File: src/rtl/spi_cmd_slave.sv
// spi_cmd_slave: SPI mode-0 command receiver with synchronisers, frame FIFO and readback shifter
module spi_cmd_slave #(
  parameter int FRAME_W     = 24,
  parameter int RSP_W       = 8,
  parameter int FIFO_DEPTH  = 4,
  parameter int SYNC_STAGES = 2
) (
  input  logic                              clk,
  input  logic                              rst,
  input  logic                              sclk,
  input  logic                              mosi,
  input  logic                              cs_n,
  output logic                              miso,
  output logic [FRAME_W-1:0]                frm_data,
  output logic                              frm_valid,
  input  logic                              frm_ready,
  output logic [$clog2(FIFO_DEPTH+1)-1:0]   frm_count,
  input  logic [RSP_W-1:0]                  rsp_data,
  output logic                              frm_err,
  output logic                              ovf,
  output logic                              busy
);
  localparam int CW = $clog2(FRAME_W + 2);
  localparam int AW = $clog2(FIFO_DEPTH);
  localparam int NW = $clog2(FIFO_DEPTH + 1);
  localparam logic [CW-1:0] CNT_FRAME = CW'(FRAME_W);
  localparam logic [CW-1:0] CNT_RSP   = CW'(RSP_W);
  localparam logic [CW-1:0] CNT_MAX   = CW'(FRAME_W + 1);
  localparam logic [NW-1:0] CNT_FULL  = NW'(FIFO_DEPTH);
  logic [SYNC_STAGES-1:0] r_sclk_sync, r_mosi_sync, r_cs_sync;
  logic                   r_sclk_d, r_cs_d;
  logic [CW-1:0]          r_bit_cnt;
  logic [FRAME_W-1:0]     r_shift;
  logic [RSP_W-2:0]       r_rsp;
  logic                   r_miso;
  logic [FRAME_W-1:0]     r_mem [FIFO_DEPTH];
  logic [AW-1:0]          r_wr_ptr, r_rd_ptr;
  logic [NW-1:0]          r_count;
  logic                   r_frm_err, r_ovf;
  logic w_sclk, w_mosi, w_cs;
  logic w_sclk_rise, w_sclk_fall, w_cs_fall, w_cs_rise;
  logic w_push, w_bad, w_pop, w_full, w_wr;
  assign w_sclk      = r_sclk_sync[SYNC_STAGES-1];
  assign w_mosi      = r_mosi_sync[SYNC_STAGES-1];
  assign w_cs        = r_cs_sync[SYNC_STAGES-1];
  assign w_sclk_rise = w_sclk & ~r_sclk_d;
  assign w_sclk_fall = ~w_sclk & r_sclk_d;
  assign w_cs_fall   = ~w_cs & r_cs_d;
  assign w_cs_rise   = w_cs & ~r_cs_d;
  assign w_push      = w_cs_rise && r_bit_cnt == CNT_FRAME;
  assign w_bad       = w_cs_rise && r_bit_cnt != '0 && r_bit_cnt != CNT_FRAME && r_bit_cnt != CNT_RSP;
  assign w_pop       = frm_valid & frm_ready;
  assign w_full      = r_count == CNT_FULL;
  assign w_wr        = w_push & (~w_full | w_pop);
  assign frm_valid   = r_count != '0;
  assign frm_count   = r_count;
  assign frm_data    = frm_valid ? r_mem[r_rd_ptr] : '0;
  assign busy        = ~w_cs;
  assign miso        = r_miso;
  assign frm_err     = r_frm_err;
  assign ovf         = r_ovf;
  always_ff @(posedge clk) begin
    if (rst) begin
      r_sclk_sync <= '0;
      r_mosi_sync <= '0;
      r_cs_sync   <= '1;
      r_sclk_d    <= 1'b0;
      r_cs_d      <= 1'b1;
    end else begin
      r_sclk_sync <= {r_sclk_sync[SYNC_STAGES-2:0], sclk};
      r_mosi_sync <= {r_mosi_sync[SYNC_STAGES-2:0], mosi};
      r_cs_sync   <= {r_cs_sync[SYNC_STAGES-2:0], cs_n};
      r_sclk_d    <= w_sclk;
      r_cs_d      <= w_cs;
    end
  end
  always_ff @(posedge clk) begin
    if (rst || w_cs_fall) begin
      r_bit_cnt <= '0;
      r_shift   <= '0;
    end else if (w_sclk_rise && !w_cs) begin
      r_shift   <= {r_shift[FRAME_W-2:0], w_mosi};
      r_bit_cnt <= (r_bit_cnt == CNT_MAX) ? r_bit_cnt : r_bit_cnt + CW'(1);
    end
  end
  always_ff @(posedge clk) begin
    if (rst) begin
      r_rsp  <= '0;
      r_miso <= 1'b0;
    end else if (w_cs_fall) begin
      r_rsp  <= rsp_data[RSP_W-2:0];
      r_miso <= rsp_data[RSP_W-1];
    end else if (w_cs) begin
      r_miso <= 1'b0;
    end else if (w_sclk_fall) begin
      r_rsp  <= r_rsp << 1;
      r_miso <= r_rsp[RSP_W-2];
    end
  end
  always_ff @(posedge clk) begin
    if (!rst && w_wr) r_mem[r_wr_ptr] <= r_shift;
  end
  always_ff @(posedge clk) begin
    if (rst) begin
      r_wr_ptr  <= '0;
      r_rd_ptr  <= '0;
      r_count   <= '0;
      r_frm_err <= 1'b0;
      r_ovf     <= 1'b0;
    end else begin
      r_wr_ptr  <= w_wr ? r_wr_ptr + AW'(1) : r_wr_ptr;
      r_rd_ptr  <= w_pop ? r_rd_ptr + AW'(1) : r_rd_ptr;
      r_count   <= (w_wr && !w_pop) ? r_count + NW'(1) : (!w_wr && w_pop) ? r_count - NW'(1) : r_count;
      r_frm_err <= w_bad;
      r_ovf     <= w_push & w_full & ~w_pop;
    end
  end
endmodule

File: config.mk
export PLATFORM = sky130hd
export DESIGN_NAME = spi_cmd_slave
export DESIGN_NICKNAME = d
export VERILOG_FILES = /design/src/rtl/spi_cmd_slave.sv
export SDC_FILE = /design/constraint.sdc
export NUM_CORES = 1
export LEC_CHECK = 0
export ABC_AREA = 1
export CAP_MARGIN = 20
export CORE_MARGIN = 2
export CORE_UTILIZATION = 55
export DETAILED_ROUTE_END_ITERATION = 16
export GPL_ROUTABILITY_DRIVEN = 0
export PLACE_DENSITY = 0.76
export SLEW_MARGIN = 40
export SYNTH_ARGS = -nofsm -noshare
export SYNTH_HDL_FRONTEND = slang
export SYNTH_SLANG_ARGS = --single-unit
File: constraint.sdc
create_clock -name clk -period 3.3 [get_ports clk]
set_input_delay 0.495 -clock clk [delete_from_list [all_inputs] [get_ports clk]]
set_output_delay 0.495 -clock clk [all_outputs]
set_load 0.005 [all_outputs]
======== Word level (Yosys, flattened, before mapping) ========
Memories as Yosys holds them, arrays and structs flattened. A register that Yosys moved wholly into a read port is not among the register bits.
Index checks and enable logic that the tools add are counted.
word-level totals
  flip-flop bits (word level) ............. 54
  bits in writable memories ............... 96
  bits of input ports ..................... 14
  output and inout port bits .............. 32
  logic and storage cells ................. 75
  memories ................................ 1
cells by class
  $add $sub $neg .......................... 5
  eq/ne operators ......................... 6
  multiplexer cells ....................... 13
  bitwise logic cells ..................... 16
  reductions and logical operators ........ 20
memory list
  name   depth  bits a word  read ports  clocked after memory_dff  write ports  line  RTL
  r_mem  4      24           1           1                         1            36    logic [FRAME_W-1:0] r_mem [FIFO_DEPTH];
operators by type and width
  cell                   number
  $mux W24               1
  $mux W7                3
  $eq A5 B5 Y1 const B   2
  $and A1 B1 Y1          8
  $logic_and A1 B1 Y1    8
  $not A1 Y1             7
  $mux W3                2
  $reduce_bool A3 Y1     2
  $add A5 B1 Y5 const B  1
  $mux W1                5
  $ne A5 B4 Y1 const B   1
  $ne A5 B5 Y1 const B   1
  $reduce_bool A5 Y1     1
  $add A2 B1 Y2 const B  2
  $logic_not A1 Y1       4
  $mux W2                2
  $reduce_and A2 Y1      2
  $reduce_bool A2 Y1     2
  $add A3 B1 Y3 const B  1
  $eq A3 B3 Y1 const B   1
  $sub A3 B1 Y3 const B  1
  $ne A2 B1 Y1 const B   1
  $logic_or A1 B1 Y1     1
  $or A1 B1 Y1           1

======== Longest topological paths before layout ========
Gate-level depths: netlist (run 1).
  depth after elaboration ................. 8
  mapped depth ............................ 14
  depth with buffers taken out ............ 14

======== Least setup slack after synthesis (run 1) ========
OpenSTA, ideal clock, no wires.
  kind .................................... register to register
  from .................................... register r_bit_cnt[0]
  to ...................................... memory r_mem[0][0], enable pin
  library setup time ...................... 0.386 ns
  arrival ................................. 1.666 ns
  data required time ...................... 2.914 ns
  slack ................................... 1.248 ns
  cell stages (with the launch flop) ...... 9
  buffers on the path ..................... 0
  clock period less this slack ............ 2.052 ns
  cells stage by stage .................... dfxtp_1 > inv_1 > ha_1 > nand3_1 > inv_1 > nand2_2 > nor2_4 > nand2_4 > nor2_2
between the ends
  word-level cells in the longest chain between the ends .. 6
ends and longest elaborated chain
  element                        line  RTL
  start: declaration             32    logic [CW-1:0] r_bit_cnt;
  start signal: assignment       83    r_bit_cnt <= (r_bit_cnt == CNT_MAX) ? r_bit_cnt : r_bit_cnt + CW'(1);
  $eq A5 B5 Y1                   50    assign w_push = w_cs_rise && r_bit_cnt == CNT_FRAME;
  $logic_and A1 B1 Y1            50
  $and A1 B1 Y1                  54    assign w_wr = w_push & (~w_full | w_pop);
  $logic_and A1 B1 Y1            101   if (!rst && w_wr) r_mem[r_wr_ptr] <= r_shift;
  $mux W1                        101
  $mux W1 (implied by the code)  101
  end: declaration               36
No other way between the ends.

==> run summary, run 1 <==
Worst clock skew: 0.0119 ns
Number of rows in the core area: 38
Synth warn: 0
Worst-path maximum fanout: 25
Height of the chip: 110 um
Most frequent standard cell in the layout excluding fill and tap cells: sky130_fd_sc_hd__nor2_1
Hold crit path type: reg2reg
Worst slew slack as a fraction of its limit: 0.478
H-tree level count: 4
Maximum buffer depth of the clock tree: 2
Pre-CTS WS: 0.742 ns
Share of the clock period used by the worst path after layout: 0.924
Average size of a mapped cell: 10.2 sq um
Clock slew at the register clock pins of the worst setup and hold paths: 0.06 ns
Area after DPL: 6630 sq um
Static Leak: 2.52 nW
Number of setup violations in the final report: 0
Total I/O pin count: 46
Crit path capture type: output port
Sum of overflow across all layers after global routing: 0
Routed Antenna Nets: 0
Final #Nets: 669
Distinct cells, synth: 31
First-pass GRT wire length: 19.2 mm
Max-cap violations: 0
# DRC: 0
Largest net degree at the start of global routing: 49
Average wire per standard cell: 15.1 um
Maximum resistive drop on vdd: 580 uV
TNS Setup: 0 ns
CTS tree: built
Unrepaired setup endpoints after global routing: false
Kind of start point of the critical path: flip-flop
Number of failing hold endpoints at the final stage: 0
Final non-filler cell area: 7240 sq um
Critical Path RT: 2.80 ns
Via count: 4231
Run status: finished, final reports clean
Post-route minimum period: 3.05 ns
Die extent in x: 110 um
Full die area: 12000 sq um
Final number of max-transition violations: 0
Synthesized Nets: 626
Power density over the cells: 739 nW/um^2
DRT Pass-1 Iters: 5
HPWL after detailed placement: 6.87 mm
Diode count: 0
Portion of the post-synthesis area used by sequential elements: 0.653
Number of antenna violations at the first check in global routing: 0
Detailed Route WL: 12.1 mm
Starting DRT DRC Count: 300
Core Footprint: 10800 sq um
Post-layout worst setup margin: 0.250 ns
Area growth from synthesis to layout: 18.0%
I/O Buffers: 45
Clock insertion delay at the later pin of the skew report: 0.52 ns
Total routing usage reported by global routing: 0.214
Share of final-layout standard cells stronger than drive strength 1: 0.0926
Via count of the first global-routing pass: 4003
Syn Inst Count: 603
Number of clock sinks: 152
Most used cells in the layout excluding fill and tap cells: sky130_fd_sc_hd__nor2_1 (170), sky130_fd_sc_hd__edfxtp_1 (96), sky130_fd_sc_hd__dfxtp_1 (56), sky130_fd_sc_hd__o21ai_0 (55), sky130_fd_sc_hd__nand2_1 (51)
CP arrival: 2.55 ns
Number of clock buffers inserted by TritonCTS: 17
Flops & latches, synth: 152
Vias per cell: 5.30
Fmax achieved: 0.328 GHz
Worst-margin pin slew: 0.782 ns
Library cell used as clock root buffer: sky130_fd_sc_hd__clkbuf_8
Starting Density: 0.566
Class of the most critical setup path: reg2out
Post-CTS setup buffers: 0
Post-synthesis cell area: 6130 sq um
==> power breakdown <==
part	switching, mW	internal (mW)
combinational	0.661	0.690
sequential	0.0359	2.04
clock	0.745	1.18
total	1.44	3.91
==> critical path, stage by stage (launching register included) <==
cell,delay [ns]
sky130_fd_sc_hd__dfxtp_1,0.32
sky130_fd_sc_hd__buf_6,0.25
sky130_fd_sc_hd__clkinvlp_4,0.46
sky130_fd_sc_hd__nor2_1,0.20
sky130_fd_sc_hd__o21ai_0,0.11
sky130_fd_sc_hd__a21oi_1,0.18
sky130_fd_sc_hd__clkdlybuf4s50_1,0.51
==> final timing paths <==
kind                       start              to  slack [ns]  cells after the start
hold / removal    r_sclk_sync[0]  r_sclk_sync[1]        0.40                      2
setup reg to reg    r_bit_cnt[0]    frm_count[2]        1.08                     14
setup / recovery       flip-flop    frm_data[23]        0.25                      6
hold reg to reg   r_sclk_sync[0]  r_sclk_sync[1]        0.40                      2
==> registers in the layout, summed over array words and instances (netlist names), 2 cells and up, named ones only <==
signal / flops
r_rsp: 7
r_mosi_sync: 2
r_shift: 24
r_mem: 96
r_cs_sync: 2
r_bit_cnt: 5
r_rd_ptr: 2
r_sclk_sync: 2
frm_count: 3
r_wr_ptr: 2
==> layer usage <==
layer	global-route usage	vias up	wire length, um
li1	-	2095	-
met1	0.256	2000	5050
met2	0.372	123	6320
met3	0.0557	13	572
met4	0.0778	0	155
met5	0	-	0
==> timing repair <==
| item | 4_1_cts | 5_1_grt |
|---|---|---|
| resized for setup | 0 | 2 |
| setup endpoints to repair | 0 | 24 |
| hold buffers | 0 | 0 |
==> cells by family (layout without fill, tap and decap cells) <==
family          Yosys count  after routing  synth area share
simple gates            246            246             0.164
flops                   152            152             0.653
compound gates          123            123             0.103
buf+inv                  70            126            0.0561
fa+ha+maj                 9              9            0.0196
xor+xnor                  3              3           0.00428
==> metrics by stage <==
| step | cells | power, mW | util | hold slack, ns |
|---|---|---|---|---|
| finish | 799 | 5.35 | 0.667 | 0.404 |
| global route | 799 | 5.59 | 0.667 | 0.419 |
| CTS | 799 | 5.38 | 0.667 | 0.404 |
| detailed placement | 767 | 3.47 | 0.611 | 0.396 |
| global placement | 767 | 3.45 | 0.611 | 0.393 |
| floorplan | 603 | 2.76 | - | 0.388 |
==> Yosys cell counts, drive strengths merged <==
library cell	number	area, sq um
o21ai	84	432
o31ai	1	7.51
edfxtp	96	2880
clkinv	1	5.00
a21oi	38	194
nand2	56	238
nand4	3	18.8
inv	41	156
ha	8	100
clkbuf	6	23.8
xor2	3	26.3
dfxtp	56	1120
nor2	175	674
nand3	9	57.6
or2	2	12.5
fa	1	20.0
nor3	1	5.00
buf	22	159
==> area by class of cell <==
| class | instances | area [sq um] |
|---|---|---|
| repair buffers | 52 | 507 |
| fillers | 834 | 3600 |
| clock inverters | 13 | 168 |
| inverters | 42 | 165 |
| well taps | 140 | 175 |
| flip-flops and latches | 152 | 4000 |
| multi-input cells | 381 | 1790 |
| clock buffers | 19 | 432 |
Note: power is estimated with default switching activity, not from simulation.
==> run 2: changes to the inputs <==
Clock period 3.3 ns to 3.9 ns, I/O delays scaled along.
==> run 2 against run 1 <==
- critical path depth decreased by 2
- non-clock buffer count fell by 1
- core utilization barely moved
- worst setup slack gained 0.31 ns
- sequential power decreased by 14%
- clock skew down 0.0019 ns
- register-to-register slack better by 0.63 ns
- global-route usage is essentially flat
- final cell count fell by 0.13%
- die area did not move
- clock-buffer cell count up 2
- largest power group unchanged
==> run summary, run 2 (synthesis results as in run 1) <==
Height of the chip: 110 um
Starting Density: 0.566
Average wire per standard cell: 14.7 um
Smallest hold slack: 0.403 ns
Most used cells in the layout excluding fill and tap cells: sky130_fd_sc_hd__nor2_1 (170), sky130_fd_sc_hd__edfxtp_1 (96), sky130_fd_sc_hd__dfxtp_1 (56), sky130_fd_sc_hd__o21ai_0 (55), sky130_fd_sc_hd__nand2_1 (51)
Share of the clock period used by the worst path after layout: 0.857
Post-CTS setup buffers: 0
Top Registers: r_mem x96, r_shift x24, r_rsp x7
Starting DRT DRC Count: 235
HPWL after detailed placement: 6.89 mm
Final #Nets: 668
Vias per cell: 5.27
Share of final-layout standard cells stronger than drive strength 1: 0.0881
Core Footprint: 10800 sq um
Detailed Route WL: 11.8 mm
Final instance count without filler cells: 798
FF-to-FF Start: r_bit_cnt[0]
Register-to-register path setup slack: 1.71 ns
Maximum cell stage delay along the critical path: 0.76 ns
Worst r2r dst: frm_count[2]
Most frequent standard cell in the layout excluding fill and tap cells: sky130_fd_sc_hd__nor2_1
Number of clock sinks: 152
Run status: finished, final reports clean
Number of clock buffers inserted by TritonCTS: 17
Pre-CTS WS: 1.08 ns
Beginning of the worst hold path: r_mosi_sync[0]
Critical Path RT: 3.31 ns
Placed Cells: 766
TNS Setup: 0 ns
Worst-case reg-to-reg path depth: 13
Total routing usage reported by global routing: 0.214
Number of setup violations in the final report: 0
Final number of max-transition violations: 0
Class of the most critical setup path: reg2out
Library cell used as clock root buffer: sky130_fd_sc_hd__clkbuf_8
Cell type of the slowest stage on the worst timing path: sky130_fd_sc_hd__dfxtp_1
CTS tree: built
I/O Buffers: 45
Kind of start point of the critical path: flip-flop
Number of failing hold endpoints at the final stage: 0
Fmax achieved: 0.299 GHz
Final non-filler cell area: 7240 sq um
Flip-flop count of the largest register, all copies and words added: 96
Worst-path maximum fanout: 48
Cell depth of the worst hold path: 2
Die extent in x: 110 um
Hold endpoint: r_mosi_sync[1]
H-tree level count: 4
CTS Hold Bufs: 0
Sum of overflow across all layers after global routing: 0
Post-layout worst setup margin: 0.559 ns
Cell-by-cell trace of the critical path: inv_2 -> o21ai_0 -> a21oi_1 -> clkdlybuf4s50_1
Largest net degree at the start of global routing: 49
Hold crit path type: reg2reg
Post-route minimum period: 3.34 ns
Number of antenna violations at the first check in global routing: 0
First-pass GRT wire length: 19.4 mm
Worst slew slack as a fraction of its limit: 0.504
Routed Antenna Nets: 0
Worst clock skew: 0.00996 ns
Crit path capture type: output port
Static Leak: 2.54 nW
Power density over the cells: 634 nW/um^2
Diode count: 0
# DRC: 0
Full die area: 12000 sq um
Clock slew at the register clock pins of the worst setup and hold paths: 0.06 ns
Maximum buffer depth of the clock tree: 2
Number of rows in the core area: 38
Via count: 4204
DRT Pass-1 Iters: 5
Most flops, register: r_mem
Maximum resistive drop on vdd: 410 uV
Unrepaired setup endpoints after global routing: false
CP arrival: 2.76 ns
Clock insertion delay at the later pin of the skew report: 0.52 ns
Total I/O pin count: 46
Worst-margin pin slew: 0.742 ns
Via count of the first global-routing pass: 4207
Max-cap violations: 0
Post-CTS Resized: 0
Area after DPL: 6620 sq um
Area growth from synthesis to layout: 18.0%
run 2: cell types whose count changed in the layout (fill, tap and decap cells not counted), sizes merged:
cell,before,now
clkinvlp,5,0
clkinv,4,7
bufinv,3,5
clkbuf,19,21
inv,43,41
buf,7,6
run 2: per-layer routing:
layer	GRT usage	up-vias	share of wire
met1	0.251	1979	0.41
li1	-	2094	-
met5	0	-	0
met2	0.372	115	0.52
met3	0.0658	16	0.048
met4	0.0750	0	0.017
run 2: cell type report:
| class | instances | area, sq um |
|---|---|---|
| sequential | 152 | 4000 |
| clock buffer | 21 | 439 |
| timing repair buffer | 51 | 495 |
| fill | 827 | 3600 |
| tap | 140 | 175 |
| clock inverter | 11 | 178 |
| multi-input combinational | 381 | 1790 |
| inverter | 42 | 161 |
run 2: worst max-delay path: cells and delay by family (launching register included):
kind,cells,cell delay [ns]
AO/OA/AOI/OAI,2,0.50
buffers and inverters,2,0.98
flip-flops,1,0.76
run 2: stage by stage:
stage | util | power, mW
final | 0.668 | 4.59
after global routing | 0.668 | 4.80
after CTS | 0.668 | 4.63
after detailed placement | 0.611 | 2.93
after global placement | 0.611 | 2.90
after floorplan | - | 2.33
run 2: worst max-delay path by stage:
stage                 startpoint      endpoint  slack [ns]
CTS                    flip-flop  frm_data[14]        0.54
floorplan           r_bit_cnt[0]   r_mem[0][0]        1.85
detailed placement     flip-flop  frm_data[23]        1.08
finish                 flip-flop   frm_data[7]        0.56
global placement       flip-flop  frm_data[23]        1.19
global route           flip-flop  frm_data[23]        0.32
run 2: power breakdown:
part           internal (mW)  switching (mW)  leakage [nW]
Clock                   1.11           0.583         0.305
Combinational          0.570           0.550          1.08
Sequential              1.73          0.0496          1.16
==> run 3: changes to the inputs <==
Settings changed: CTS_CLUSTER_DIAMETER set to 80.
==> results of run 3 <==
Same layout as run 2: the final DEF is identical, and so are final timing and power.
